$ cat config.mk
export PLATFORM = sky130hd
export DESIGN_NAME = alu_mc_exec_flat
export DESIGN_NICKNAME = d
export VERILOG_FILES = /design/src/rtl/alu_pkg.sv /design/src/rtl/alu_mc_exec_if.sv /design/src/rtl/alu_muldiv_iter.sv /design/src/rtl/alu_mc_exec.sv /design/src/flat_wrapper.sv
export SDC_FILE = /design/constraint.sdc
export NUM_CORES = 1
export LEC_CHECK = 0
export BUFFER_PORTS_ARGS = -buffer_cell sky130_fd_sc_hd__buf_2
export CAP_MARGIN = 20
export CORE_ASPECT_RATIO = 1.4
export CORE_MARGIN = 2
export CORE_UTILIZATION = 63
export DETAILED_ROUTE_END_ITERATION = 6
export PLACE_DENSITY_LB_ADDON = 0.05
export SLEW_MARGIN = 20
export SYNTH_ARGS = -nofsm -noshare
export SYNTH_HDL_FRONTEND = slang
export SYNTH_SLANG_ARGS = --single-unit
$ cat constraint.sdc
create_clock -name clk -period 3.4 [get_ports clk]
set_input_delay 0.85 -clock clk [delete_from_list [all_inputs] [get_ports clk]]
set_output_delay 0.85 -clock clk [all_outputs]
set_load 0.1 [all_outputs]
$ cat src/rtl/alu_pkg.sv
`default_nettype none
// ============================================================================
// alu_pkg : operation/state enums, funct7 codes and decode helper for alu_mc_exec
// Rev 1.0
// ============================================================================
package alu_pkg;

    typedef enum logic [1:0] {
        ADD_OP   = 2'b00,
        SUB_OP   = 2'b01,
        RTYPE_OP = 2'b10
    } alu_op_e;

    typedef enum logic [4:0] {
        CTRL_ADD    = 5'd0,
        CTRL_SUB    = 5'd1,
        CTRL_SLL    = 5'd2,
        CTRL_SLT    = 5'd3,
        CTRL_SLTU   = 5'd4,
        CTRL_XOR    = 5'd5,
        CTRL_SRL    = 5'd6,
        CTRL_SRA    = 5'd7,
        CTRL_OR     = 5'd8,
        CTRL_AND    = 5'd9,
        CTRL_MUL    = 5'b10000,
        CTRL_MULH   = 5'b10001,
        CTRL_MULHSU = 5'b10010,
        CTRL_MULHU  = 5'b10011,
        CTRL_DIV    = 5'b10100,
        CTRL_DIVU   = 5'b10101,
        CTRL_REM    = 5'b10110,
        CTRL_REMU   = 5'b10111
    } alu_ctrl_e;

    localparam logic [6:0] FUNCT7_BASE = 7'b0000000;
    localparam logic [6:0] FUNCT7_ALT  = 7'b0100000;
    localparam logic [6:0] FUNCT7_MEXT = 7'b0000001;

    typedef enum logic [1:0] {
        ST_IDLE = 2'd0,
        ST_CALC = 2'd1,
        ST_HOLD = 2'd2
    } alu_state_e;

    // M-ext codes mirror funct3 in the low bits so bit 4 alone flags a mul/div.
    function automatic alu_ctrl_e alu_decode(input logic [1:0] op, input logic [6:0] f7,
                                             input logic [2:0] f3, input logic mext);
        alu_ctrl_e c;
        c = CTRL_ADD;
        if (op == SUB_OP) begin
            c = CTRL_SUB;
        end else if (op == RTYPE_OP) begin
            if (f7 == FUNCT7_BASE) begin
                case (f3)
                    3'b000:  c = CTRL_ADD;
                    3'b001:  c = CTRL_SLL;
                    3'b010:  c = CTRL_SLT;
                    3'b011:  c = CTRL_SLTU;
                    3'b100:  c = CTRL_XOR;
                    3'b101:  c = CTRL_SRL;
                    3'b110:  c = CTRL_OR;
                    default: c = CTRL_AND;
                endcase
            end else if (f7 == FUNCT7_ALT) begin
                if (f3 == 3'b000)      c = CTRL_SUB;
                else if (f3 == 3'b101) c = CTRL_SRA;
            end else if (mext && (f7 == FUNCT7_MEXT)) begin
                c = alu_ctrl_e'({2'b10, f3});
            end
        end
        return c;
    endfunction

endpackage
`default_nettype wire

$ cat src/rtl/alu_mc_exec_if.sv
`default_nettype none
// ============================================================================
// alu_mc_exec_if : issue-side and writeback-side handshake bundle of alu_mc_exec
// Rev 1.0
// ============================================================================
interface alu_mc_exec_if #(
    parameter int XLEN = 32
);
    logic            in_valid;
    logic            in_ready;
    logic [1:0]      alu_op;
    logic [6:0]      fun7;
    logic [2:0]      fun3;
    logic [XLEN-1:0] op_a;
    logic [XLEN-1:0] op_b;
    logic            out_valid;
    logic            out_ready;
    logic [XLEN-1:0] result;
    logic            zero;
    logic            busy;

    modport master (
        output in_valid, alu_op, fun7, fun3, op_a, op_b, out_ready,
        input  in_ready, out_valid, result, zero, busy
    );

    modport slave (
        input  in_valid, alu_op, fun7, fun3, op_a, op_b, out_ready,
        output in_ready, out_valid, result, zero, busy
    );
endinterface
`default_nettype wire

$ cat src/rtl/alu_muldiv_iter.sv
`default_nettype none
// ============================================================================
// alu_muldiv_iter : bit-serial shift-add multiplier / restoring divider (RV_MEXT_EN only)
// Rev 1.0
// ============================================================================
`ifdef RV_MEXT_EN
module alu_muldiv_iter
    import alu_pkg::*;
#(
    parameter int XLEN = 32
) (
    input  logic            clk,
    input  logic            rst_n,
    input  logic            flush,
    input  logic            start,
    input  alu_ctrl_e       ctrl,
    input  logic [XLEN-1:0] op_a,
    input  logic [XLEN-1:0] op_b,
    output logic            done,
    output logic [XLEN-1:0] res
);
    localparam int CW = $clog2(XLEN);

    logic              running_q, running_d;
    logic [CW-1:0]     cnt_q, cnt_d;
    logic [2*XLEN-1:0] acc_q, acc_d, acc_n;
    logic [XLEN-1:0]   opb_q, opb_d;
    logic              div_q, div_d, neg_q, neg_d, hi_q, hi_d;

    logic              signed_a, signed_b, a_neg, b_neg, is_div;
    logic [XLEN-1:0]   mag_a, mag_b;
    logic [XLEN:0]     mul_sum, rem_sh, trial;
    logic [2*XLEN-1:0] prod;
    logic [XLEN-1:0]   div_sel, div_out;

    always_comb begin
        signed_a = ctrl inside {CTRL_MULH, CTRL_MULHSU, CTRL_DIV, CTRL_REM};
        signed_b = ctrl inside {CTRL_MULH, CTRL_DIV, CTRL_REM};
        is_div   = ctrl inside {CTRL_DIV, CTRL_DIVU, CTRL_REM, CTRL_REMU};
        a_neg    = signed_a && op_a[XLEN-1];
        b_neg    = signed_b && op_b[XLEN-1];
        mag_a    = a_neg ? -op_a : op_a;
        mag_b    = b_neg ? -op_b : op_b;
    end

    // acc holds {hi, lo} for multiply and {remainder, quotient} for divide.
    always_comb begin
        mul_sum = {1'b0, acc_q[2*XLEN-1:XLEN]} + (acc_q[0] ? {1'b0, opb_q} : '0);
        rem_sh  = {acc_q[2*XLEN-1:XLEN], acc_q[XLEN-1]};
        trial   = rem_sh - {1'b0, opb_q};
        if (!div_q)
            acc_n = {mul_sum, acc_q[XLEN-1:1]};
        else if (!trial[XLEN])
            acc_n = {trial[XLEN-1:0], acc_q[XLEN-2:0], 1'b1};
        else
            acc_n = {rem_sh[XLEN-1:0], acc_q[XLEN-2:0], 1'b0};
    end

    assign done = running_q && (cnt_q == CW'(XLEN - 1));

    // Final step and sign fix-up are combinational so the top can register on the last iteration.
    always_comb begin
        prod    = neg_q ? -acc_n : acc_n;
        div_sel = hi_q ? acc_n[2*XLEN-1:XLEN] : acc_n[XLEN-1:0];
        div_out = neg_q ? -div_sel : div_sel;
        res     = div_q ? div_out : (hi_q ? prod[2*XLEN-1:XLEN] : prod[XLEN-1:0]);
    end

    always_comb begin
        running_d = running_q;
        cnt_d     = cnt_q;
        acc_d     = acc_q;
        opb_d     = opb_q;
        div_d     = div_q;
        neg_d     = neg_q;
        hi_d      = hi_q;
        if (flush) begin
            running_d = 1'b0;
        end else if (start) begin
            running_d = 1'b1;
            cnt_d     = '0;
            acc_d     = {{XLEN{1'b0}}, mag_a};
            opb_d     = mag_b;
            div_d     = is_div;
            neg_d     = (ctrl == CTRL_REM) ? a_neg : (a_neg ^ b_neg);
            hi_d      = ctrl inside {CTRL_MULH, CTRL_MULHSU, CTRL_MULHU, CTRL_REM, CTRL_REMU};
        end else if (running_q) begin
            acc_d = acc_n;
            cnt_d = cnt_q + 1'b1;
            if (done) running_d = 1'b0;
        end
    end

    always_ff @(posedge clk or negedge rst_n) begin
        if (!rst_n) begin
            running_q <= 1'b0;
            cnt_q     <= '0;
            acc_q     <= '0;
            opb_q     <= '0;
            div_q     <= 1'b0;
            neg_q     <= 1'b0;
            hi_q      <= 1'b0;
        end else begin
            running_q <= running_d;
            cnt_q     <= cnt_d;
            acc_q     <= acc_d;
            opb_q     <= opb_d;
            div_q     <= div_d;
            neg_q     <= neg_d;
            hi_q      <= hi_d;
        end
    end
endmodule
`endif
`default_nettype wire

$ cat src/rtl/alu_mc_exec.sv
`default_nettype none
// ============================================================================
// alu_mc_exec : execute-stage ALU, 1-cycle base ops, iterative mul/div when RV_MEXT_EN is defined
// Rev 1.0
// ============================================================================
module alu_mc_exec
    import alu_pkg::*;
#(
    parameter int XLEN = 32,
    parameter int SHW  = $clog2(XLEN)
) (
    input  logic         clk,
    input  logic         rst_n,
    input  logic         flush,
    alu_mc_exec_if.slave bus
);
`ifdef RV_MEXT_EN
    localparam logic MEXT_EN = 1'b1;
`else
    localparam logic MEXT_EN = 1'b0;
`endif

    alu_state_e      state_q, state_d;
    logic [XLEN-1:0] result_q, result_d;
    logic            zero_q, zero_d;
    logic            out_valid_q, out_valid_d;

    alu_ctrl_e       ctrl;
    logic            accept, needs_iter, md_done;
    logic [XLEN-1:0] base_res, fast_res, md_res;
    logic [SHW-1:0]  shamt;

    assign ctrl   = alu_decode(bus.alu_op, bus.fun7, bus.fun3, MEXT_EN);
    assign shamt  = bus.op_b[SHW-1:0];

    assign bus.in_ready = rst_n && !flush &&
                          ((state_q == ST_IDLE) || ((state_q == ST_HOLD) && bus.out_ready));
    assign accept = bus.in_valid && bus.in_ready;

    always_comb begin
        base_res = bus.op_a + bus.op_b;
        case (ctrl)
            CTRL_SUB:  base_res = bus.op_a - bus.op_b;
            CTRL_SLL:  base_res = bus.op_a << shamt;
            CTRL_SLT:  base_res = {{(XLEN-1){1'b0}}, $signed(bus.op_a) < $signed(bus.op_b)};
            CTRL_SLTU: base_res = {{(XLEN-1){1'b0}}, bus.op_a < bus.op_b};
            CTRL_XOR:  base_res = bus.op_a ^ bus.op_b;
            CTRL_SRL:  base_res = bus.op_a >> shamt;
            CTRL_SRA:  base_res = $unsigned($signed(bus.op_a) >>> shamt);
            CTRL_OR:   base_res = bus.op_a | bus.op_b;
            CTRL_AND:  base_res = bus.op_a & bus.op_b;
            default:   base_res = bus.op_a + bus.op_b;
        endcase
    end

`ifdef RV_MEXT_EN
    logic            md_start, div_zero, div_ovf, special;
    logic [XLEN-1:0] special_res;

    assign div_zero = (bus.op_b == '0);
    assign div_ovf  = (bus.op_a == {1'b1, {(XLEN-1){1'b0}}}) && (&bus.op_b);

    // Divide-by-zero and signed overflow have fixed answers, so they bypass the iterator.
    always_comb begin
        special     = 1'b0;
        special_res = '0;
        case (ctrl)
            CTRL_DIV: begin
                if (div_zero) begin
                    special = 1'b1; special_res = '1;
                end else if (div_ovf) begin
                    special = 1'b1; special_res = bus.op_a;
                end
            end
            CTRL_DIVU: if (div_zero) begin special = 1'b1; special_res = '1; end
            CTRL_REM: begin
                if (div_zero) begin
                    special = 1'b1; special_res = bus.op_a;
                end else if (div_ovf) begin
                    special = 1'b1; special_res = '0;
                end
            end
            CTRL_REMU: if (div_zero) begin special = 1'b1; special_res = bus.op_a; end
            default: ;
        endcase
    end

    assign needs_iter = ctrl[4] && !special;
    assign fast_res   = special ? special_res : base_res;
    assign md_start   = accept && needs_iter;
    assign bus.busy   = (state_q == ST_CALC);

    alu_muldiv_iter #(.XLEN(XLEN)) u_muldiv (
        .clk   (clk),
        .rst_n (rst_n),
        .flush (flush),
        .start (md_start),
        .ctrl  (ctrl),
        .op_a  (bus.op_a),
        .op_b  (bus.op_b),
        .done  (md_done),
        .res   (md_res)
    );
`else
    assign needs_iter = 1'b0;
    assign fast_res   = base_res;
    assign md_done    = 1'b0;
    assign md_res     = '0;
    assign bus.busy   = 1'b0;
`endif

    always_comb begin
        state_d     = state_q;
        result_d    = result_q;
        zero_d      = zero_q;
        out_valid_d = out_valid_q;
        if (flush) begin
            state_d     = ST_IDLE;
            out_valid_d = 1'b0;
        end else begin
            case (state_q)
                ST_IDLE, ST_HOLD: begin
                    if (accept && needs_iter) begin
                        state_d     = ST_CALC;
                        out_valid_d = 1'b0;
                    end else if (accept) begin
                        state_d     = ST_HOLD;
                        out_valid_d = 1'b1;
                        result_d    = fast_res;
                        zero_d      = (fast_res == '0);
                    end else if ((state_q == ST_HOLD) && bus.out_ready) begin
                        state_d     = ST_IDLE;
                        out_valid_d = 1'b0;
                    end
                end
                ST_CALC: begin
                    if (md_done) begin
                        state_d     = ST_HOLD;
                        out_valid_d = 1'b1;
                        result_d    = md_res;
                        zero_d      = (md_res == '0);
                    end
                end
                default: state_d = ST_IDLE;
            endcase
        end
    end

    always_ff @(posedge clk or negedge rst_n) begin
        if (!rst_n) begin
            state_q     <= ST_IDLE;
            result_q    <= '0;
            zero_q      <= 1'b0;
            out_valid_q <= 1'b0;
        end else begin
            state_q     <= state_d;
            result_q    <= result_d;
            zero_q      <= zero_d;
            out_valid_q <= out_valid_d;
        end
    end

    assign bus.out_valid = out_valid_q;
    assign bus.result    = result_q;
    assign bus.zero      = out_valid_q && zero_q;
endmodule
`default_nettype wire

$ cat src/flat_wrapper.sv
// flat-port wrapper written by rule: the top's interface ports become plain ports
module alu_mc_exec_flat import alu_pkg::*;
#(
    parameter int XLEN = 32,
    parameter int SHW  = $clog2(XLEN)
)
  (clk, rst_n, flush, bus_in_valid, bus_alu_op, bus_fun7, bus_fun3, bus_op_a, bus_op_b, bus_out_ready, bus_in_ready, bus_out_valid, bus_result, bus_zero, bus_busy);
  alu_mc_exec_if #(.XLEN(XLEN)) bus_i ();
  input  logic clk;
  input  logic rst_n;
  input  logic flush;
  input wire logic [$bits(bus_i.in_valid)-1:0] bus_in_valid;
  input wire logic [$bits(bus_i.alu_op)-1:0] bus_alu_op;
  input wire logic [$bits(bus_i.fun7)-1:0] bus_fun7;
  input wire logic [$bits(bus_i.fun3)-1:0] bus_fun3;
  input wire logic [$bits(bus_i.op_a)-1:0] bus_op_a;
  input wire logic [$bits(bus_i.op_b)-1:0] bus_op_b;
  input wire logic [$bits(bus_i.out_ready)-1:0] bus_out_ready;
  output wire logic [$bits(bus_i.in_ready)-1:0] bus_in_ready;
  output wire logic [$bits(bus_i.out_valid)-1:0] bus_out_valid;
  output wire logic [$bits(bus_i.result)-1:0] bus_result;
  output wire logic [$bits(bus_i.zero)-1:0] bus_zero;
  output wire logic [$bits(bus_i.busy)-1:0] bus_busy;
  assign bus_i.in_valid = bus_in_valid;
  assign bus_i.alu_op = bus_alu_op;
  assign bus_i.fun7 = bus_fun7;
  assign bus_i.fun3 = bus_fun3;
  assign bus_i.op_a = bus_op_a;
  assign bus_i.op_b = bus_op_b;
  assign bus_i.out_ready = bus_out_ready;
  assign bus_in_ready = bus_i.in_ready;
  assign bus_out_valid = bus_i.out_valid;
  assign bus_result = bus_i.result;
  assign bus_zero = bus_i.zero;
  assign bus_busy = bus_i.busy;
  alu_mc_exec #(.XLEN(XLEN), .SHW(SHW)) u_core (.clk(clk), .rst_n(rst_n), .flush(flush), .bus(bus_i));
endmodule
==> impl_results.md, run 1 <==
- Yosys cell types: 97
- Post-synthesis area per instance: 7.28 µm²
- Status: did not finish
- Number of buffers created by CTS: 5
- Mapped cell area: 0.0122 mm²
- Adder-cell area share of the yosys netlist: 0.102
- Port bufs: 115
- Synth Register Bits: 34
- Largest net degree at the start of global routing: 52
- GRT Util Overall: 0.876
- Stop err: [ERROR GRT-0116] Global routing finished with congestion. Check the congestion regions in the DRC Viewer.
- Ys async rst share: 1.00
- DP Wirelength: 54200 µm
- Stopped at: global routing
- Die width: 122 µm
- Standard-cell row count: 60
- Clock root buffer: clkbuf_16
- Post-Synth XOR/XNOR Area: 0.0115
- Post-synth top flop: dfrtp_1
- Syn nets: 1860
- Compound-Gate Fraction of Synth Area: 0.312
- Remaining global-route overflow: 972
- Initial core utilization: 0.639
- Main combinational cell family by area after synthesis: compound AO/OA/AOI/OAI gates
- Clk sinks: 34
- CTS Hold Bufs: 0
- Multiplexer share of the synthesized area: 0.195
- Synth warn: 0
- Syn Inst Count: 1680
- Synth Area in Simple Gates: 0.221
- CTS max path bufs: 2
- Die Y: 169 µm
- Vias in the first global route: 23900
- Global-route wire length before repair: 139000 µm
- Post-synth EDFFs: 0
- H-tree levels: 2
- Number of I/O pins: 117
- Final GP Congestion: 1.33
- Sequential area share after synthesis: 0.0696
what timing repair did:
action / CTS
resized for setup: 100
pin swaps: 48
setup endpoints to repair: 23
setup buffers: 37
cloned: 1
per-stage QoR:
| step | cell area [µm²] | worst slack (ns) | hold WS (ns) | instances |
|---|---|---|---|---|
| after floorplan | 12500 | -1.02 | 0.441 | 1680 |
| after global placement | 17600 | -1.08 | 0.456 | 2545 |
| after detailed placement | 17600 | -1.17 | 0.469 | 2545 |
| after CTS | 18400 | -0.813 | 0.491 | 2582 |
Yosys cell counts, types with 7 or more instances:
| library cell | n | area share |
|---|---|---|
| a211o_1 | 8 | 0.0057 |
| a211oi_1 | 30 | 0.018 |
| a21o_1 | 15 | 0.0092 |
| a21oi_1 | 114 | 0.047 |
| a221o_1 | 9 | 0.0074 |
| a221oi_1 | 15 | 0.011 |
| a22oi_1 | 16 | 0.0098 |
| a311oi_1 | 7 | 0.0050 |
| a31oi_1 | 22 | 0.011 |
| a32oi_1 | 10 | 0.0072 |
| and2_1 | 11 | 0.0056 |
| and3_1 | 18 | 0.0092 |
| buf_1 | 10 | 0.0031 |
| buf_2 | 57 | 0.023 |
| buf_4 | 7 | 0.0043 |
| buf_6 | 8 | 0.0074 |
| clkbuf_1 | 69 | 0.021 |
| dfrtp_1 | 34 | 0.070 |
| ha_1 | 97 | 0.099 |
| inv_1 | 91 | 0.028 |
| mux2_2 | 44 | 0.041 |
| mux2i_1 | 80 | 0.065 |
| mux4_2 | 47 | 0.087 |
| nand2_1 | 165 | 0.051 |
| nand2b_1 | 18 | 0.0092 |
| nand3_1 | 39 | 0.016 |
| nand4_1 | 21 | 0.011 |
| nor2_1 | 159 | 0.049 |
| nor2b_1 | 23 | 0.012 |
| nor3_1 | 45 | 0.018 |
| nor4_1 | 16 | 0.0082 |
| o211a_1 | 8 | 0.0065 |
| o211ai_1 | 27 | 0.017 |
| o21a_1 | 12 | 0.0074 |
| o21ai_0 | 109 | 0.045 |
| o221ai_1 | 13 | 0.0093 |
| o22ai_1 | 18 | 0.0092 |
| o31ai_1 | 14 | 0.0086 |
| o32ai_1 | 7 | 0.0050 |
| or3_1 | 9 | 0.0046 |
| xnor2_1 | 9 | 0.0064 |
| xor2_1 | 7 | 0.0050 |
cells by family after synthesis:
family	count (synthesis)
buffers and inverters	245
and+or+nand+nor	563
adders and majority gates	99
muxes	172
DFF	34
xor gates and xnor gates	16
other	1
AOI/OAI and AO/OA	550
routing by layer:
layer,GRT usage,overflow
met1,0.814,6
met2,1.15,716
met3,0.606,3
met4,1.02,246
met5,0.0975,1
==> run 2, diff against run 1 <==
CORE_ASPECT_RATIO = unset   (was 1.4)
CORE_UTILIZATION = 40   (was 63)
PLACE_DENSITY_LB_ADDON = 0.15   (was 0.05)
==> run 2 against run 1 <==
The flow now finishes, with violations (setup timing); synthesized cell count unchanged; synthesized area did not move.
==> impl_results.md, run 2 <==
- Status: finished with violations
- Failing checks: setup timing
- RSZ-0062 raised after global routing: true
- CP most frequent cell: buf_6
- Worst-Margin Slew: 0.876 ns
- Final #Nets: 2624
- H-tree levels: 2 (unchanged)
- Drt pass-1 iters: 6
- Max-cap violation count: 0
- Clk_skew: 0.00283 ns
- Crit path capture type: flip-flop
- Crit path cell chain: buf_2 -> inv_1 -> ha_4 -> clkinv_1 -> or3_1 -> a31oi_2 -> a221oi_4 -> buf_6 -> buf_6 -> a221o_1 -> o21ai_2 -> nand4b_1 -> a2111oi_4 -> and4_4 -> nand4_1 -> o31ai_2
- Synth top area cells: ha_1, mux4_2, dfrtp_1
- Final GP Congestion: 1.09 (-18%)
- WHS Path Cells: 2
- Power density over the cells: 264 mW/mm²
- Setup violators final: 20
- Post-Route WL: 73500 µm
- Clk sinks: 34 (unchanged)
- Critical Path Fanout Max: 7
- GRT Util Overall: 0.444
- Final Non-Filler Cells: 2842
- Port bufs: 115 (unchanged)
- Mapped cell area: 0.0122 mm² (unchanged)
- DP Wirelength: 58600 µm (+8.1%)
- Placed cell count: 2765 (+8.6%)
- Crit path launch type: input port
- Final period utilization: 1.20
- Slew margin rel.: 0.409
- Post-synthesis area per instance: 7.28 µm² (unchanged)
- Fmax: 0.244 GHz
- Worst Path Buf+Inv: 5
- Die Y: 179 µm (+5.9%)
- Initial core utilization: 0.403 (-0.236)
- Global-route wire length before repair: 106000 µm
- Final Critical Period: 4.10 ns
- TritonCTS clock tree: built
- Number of I/O pins: 117 (unchanged)
- Worst-Skew Late Latency: 0.28 ns
- Syn Inst Count: 1680 (unchanged)
- Yosys top cell area share: 0.0992 (unchanged)
- Flop2flop setup slack: 0.34 ns
- Synth Register Bits: 34 (unchanged)
- Vias in the first global route: 17200
- Yosys cell types: 97 (unchanged)
- Crit path DAT: 4.28 ns
- CTS Hold Bufs: 0 (unchanged)
- Leak: 9.62 nW
- WHS: 0.472 ns
- CTS max path bufs: 2 (unchanged)
- Hold Violations, Final: 0
- DIE AREA: 0.0320 mm²
- Ys async rst share: 1.00 (unchanged)
- Post-synth EDFFs: 0 (unchanged)
- Synth warn: 0 (unchanged)
- Fin util: 0.689
- Top cells by count, synth: nand2_1, nor2_1, a21oi_1
- Antenna violations before repair: 1
- Post-synth top flop: dfrtp_1
- Final ANT Viol Nets: 0
- CP delay by family, top: compound AO/OA/AOI/OAI gates
- Commonest cells after routing, fill and taps aside: buf_4, nand2_1, nor2_1
- Slowest stage cell, crit path: or3_1
- VDD IR max: 0.233 mV
- Fin area: 0.0209 mm²
- Reg2reg end: u_core.zero_q
- Most common cell after layout, fill and taps aside: buf_4
- Crit Path Class: in -> reg
- Count leader, synth: nand2_1
- Initial DRC count: 2651
- Die width: 179 µm (+47%)
- Number of buffers created by CTS: 5 (unchanged)
- Standard-cell row count: 64 (+6.7%)
- Vias: 18200
- Max FFs per register: 32
- # DRC: 0
- Fraction of layout cells with a size suffix above 1: 0.518
- # fillers: 2576
- Worst setup margin: -0.697 ns
- WL/cell: 25.9 µm
- Worst min-delay path category: reg -> reg
- Cell accounting for the most synthesized area: ha_1
- Reg2reg path depth: 14
- Sequential area share after synthesis: 0.0696 (unchanged)
- CP peak stage delay: 0.41 ns
- Vias per cell: 6.40
- Worst r2r src: u_core.state_q[1]
- Worst EP required: 3.58 ns
- Clock root buffer: clkbuf_16
- Largest net degree at the start of global routing: 52
- Fin. max-slew vios: 0
- Area delta synth->final: 70.9%
- Syn nets: 1860 (unchanged)
- Reg clk slew, reported paths: 0.05 ns
- Placeable Area: 0.0303 mm²
- Remaining global-route overflow: 0
- Post-Place Cell Area: 0.0183 mm² (+4.5%)
- HP Start: u_core.bus.result[0]
- WHS Endpoint: u_core.bus.result[0]
==> run 2: report_power, final <==
group | switching (mW) | internal [mW] | total [mW] | leakage (nW)
clock network | 0.157 | 0.331 | 0.488 | 0.0832
registers | 0.0493 | 0.510 | 0.560 | 0.418
logic | 2.68 | 1.80 | 4.48 | 9.12
total | 2.88 | 2.64 | 5.53 | 9.62
==> run 2: area by class of cell <==
| class | instances | area [µm²] | area share |
|---|---|---|---|
| multi-input combinational | 1401 | 11900 | 0.567 |
| timing repair buffer | 908 | 7130 | 0.341 |
| inverter | 94 | 408 | 0.0195 |
| clock buffer | 8 | 166 | 0.00796 |
| tap | 396 | 495 | 0.0237 |
| sequential | 34 | 851 | 0.0407 |
| antenna | 1 | 2.50 | 0.000120 |
==> run 2: routing by layer <==
layer / part of all wire / vias up / GRT usage
met3: 0.11 / 299 / 0.0649
met1: 0.39 / 8651 / 0.589
met2: 0.43 / 1365 / 0.699
met5: 0 / - / 0
li1: - / 7886 / -
met4: 0.063 / 0 / 0.226
==> run 2: through the flow <==
step	power (mW)	TNS [ns]	setup WS, ns
floorplan	2.78	-4.63	-1.02
global placement	4.40	-15.30	-1.14
detailed placement	4.44	-16.70	-1.24
CTS	5.22	-2.80	-0.639
global route	5.74	-5.45	-0.791
finish	5.53	-3.83	-0.697
==> run 2: cell families (layout without fill, tap and decap cells) <==
kind of cell / Yosys count / in the layout / share of synthesized area
AO/OA/AOI/OAI: 550 / 550 / 0.312
XOR/XNOR: 16 / 16 / 0.0115
adder cells (fa/ha/maj): 99 / 99 / 0.102
buffers and inverters: 245 / 1010 / 0.0881
flip-flops: 34 / 34 / 0.0696
multiplexers: 172 / 172 / 0.195
other: 1 / 2 / 0.000307
AND/OR/NAND/NOR: 563 / 563 / 0.221
==> run 2: timing repair <==
action                                  in CTS  in global routing
gates resized for setup                    232                162
setup buffers                               47                 31
endpoints found under the setup margin      28                 28
gates cloned                                 3                  0
pin swaps                                   82                 87
==> run 2: how the worst max path moves through the flow <==
stage | startpoint | to | slack [ns] | cells after the start
floorplan | bus_op_b[2] | u_core.zero_q | -1.02 | 20
global placement | bus_op_b[0] | u_core.zero_q | -1.14 | 16
detailed placement | bus_op_b[0] | u_core.zero_q | -1.24 | 16
CTS | bus_op_b[0] | u_core.zero_q | -0.64 | 15
global route | bus_op_b[0] | u_core.zero_q | -0.79 | 18
finish | bus_op_a[18] | u_core.zero_q | -0.70 | 16
==> run 2: worst register-to-register path, stage by stage, from the launching register on <==
cell and delay [ns]:
dfrtp_1 0.39, nand2b_1 0.12, nand4b_1 0.12, buf_4 0.18
a31o_2 0.24, a221oi_1 0.22, nand3_1 0.13, a211oi_2 0.21
buf_4 0.17, nand2_1 0.07, nor4_2 0.23, and4_1 0.29
and4_4 0.25, nand4_1 0.10, o31ai_2 0.26
(Power assumes the default switching activity.)
==> run 3, diff against run 2 <==
CORE_UTILIZATION = 55   (was 40)
GPL_ROUTABILITY_DRIVEN = 0   (was unset)
SETUP_SLACK_MARGIN = 0.4   (was unset)
==> run 3 against run 2 <==
The flow now stops in global routing; synthesized cell count unchanged; synthesized area unchanged.
==> impl_results.md, run 3 <==
- Post-synthesis area per instance: 7.28 µm² (unchanged)
- CTS max path bufs: 2 (unchanged)
- Clock root buffer: clkbuf_16
- Number of buffers created by CTS: 5 (unchanged)
- Largest net degree at the start of global routing: 52
- Mapped cell area: 0.0122 mm² (unchanged)
- Die Y: 153 µm (-14%)
- Ys async rst share: 1.00 (unchanged)
- Synth top area cells: ha_1, mux4_2, dfrtp_1
- Synth Area in Simple Gates: 0.221 (unchanged)
- Syn Inst Count: 1680 (unchanged)
- Global-route wire length before repair: 141000 µm
- Multiplexer share of the synthesized area: 0.195 (unchanged)
- Number of I/O pins: 117 (unchanged)
- Compound-Gate Fraction of Synth Area: 0.312 (unchanged)
- Main combinational cell family by area after synthesis: compound AO/OA/AOI/OAI gates
- Post-Place Cell Area: 0.0178 mm² (-3.0%)
- Synth warn: 0 (unchanged)
- Post-synth top flop: dfrtp_1
- Stopped at: global routing
- DP Wirelength: 51900 µm (-11%)
- Syn nets: 1860 (unchanged)
- Remaining global-route overflow: 160
- Stop err: [ERROR GRT-0116] Global routing finished with congestion. Check the congestion regions in the DRC Viewer.
- Standard-cell row count: 54 (-16%)
- Count leader, synth: nand2_1
- Cell accounting for the most synthesized area: ha_1
- Synth Register Bits: 34 (unchanged)
- Clk sinks: 34 (unchanged)
- Vias in the first global route: 23100
- Post-Synth XOR/XNOR Area: 0.0115 (unchanged)
- Yosys top cell area share: 0.0992 (unchanged)
- Adder-cell area share of the yosys netlist: 0.102 (unchanged)
- Port bufs: 115 (unchanged)
- Top cells by count, synth: nand2_1, nor2_1, a21oi_1
- H-tree levels: 2 (unchanged)
- Yosys cell types: 97 (unchanged)
- Status: did not finish
- Initial core utilization: 0.560 (+0.157)
- Die width: 153 µm (-14%)
- Post-synth EDFFs: 0 (unchanged)
- Sequential area share after synthesis: 0.0696 (unchanged)
- GRT Util Overall: 0.772
-- run 3: cell counts after synthesis --
Identical to the previous run, type by type.
-- run 3: cells by family after synthesis --
logic type | after synthesis
buf+inv | 245
xor+xnor | 16
other cells | 1
flops | 34
compound gates | 550
mux | 172
simple gates | 563
fa+ha+maj | 99
-- run 3: what timing repair did --
item | in CTS
gates cloned | 4
setup endpoints to repair | 33
gates resized for setup | 290
hold buffers | 0
pin swaps | 86
hold endpoints to repair | 0
buffers inserted | 60
-- run 3: metrics by stage --
| step | setup slack [ns] | utilization | instances | TNS [ns] |
|---|---|---|---|---|
| 4_1_cts | -0.767 | 0.908 | 2664 | -4.75 |
| 3_5_place_dp | -1.30 | 0.815 | 2592 | -16.39 |
| 3_3_place_gp | -1.15 | 0.815 | 2592 | -14.13 |
| 2_1_floorplan | -1.02 | - | 1680 | -4.92 |
-- run 3: per-layer routing --
layer / overflow / GRT usage
met1: 0 / 0.774
met2: 90 / 0.936
met3: 1 / 0.613
met4: 69 / 0.783
met5: 0 / 0.277
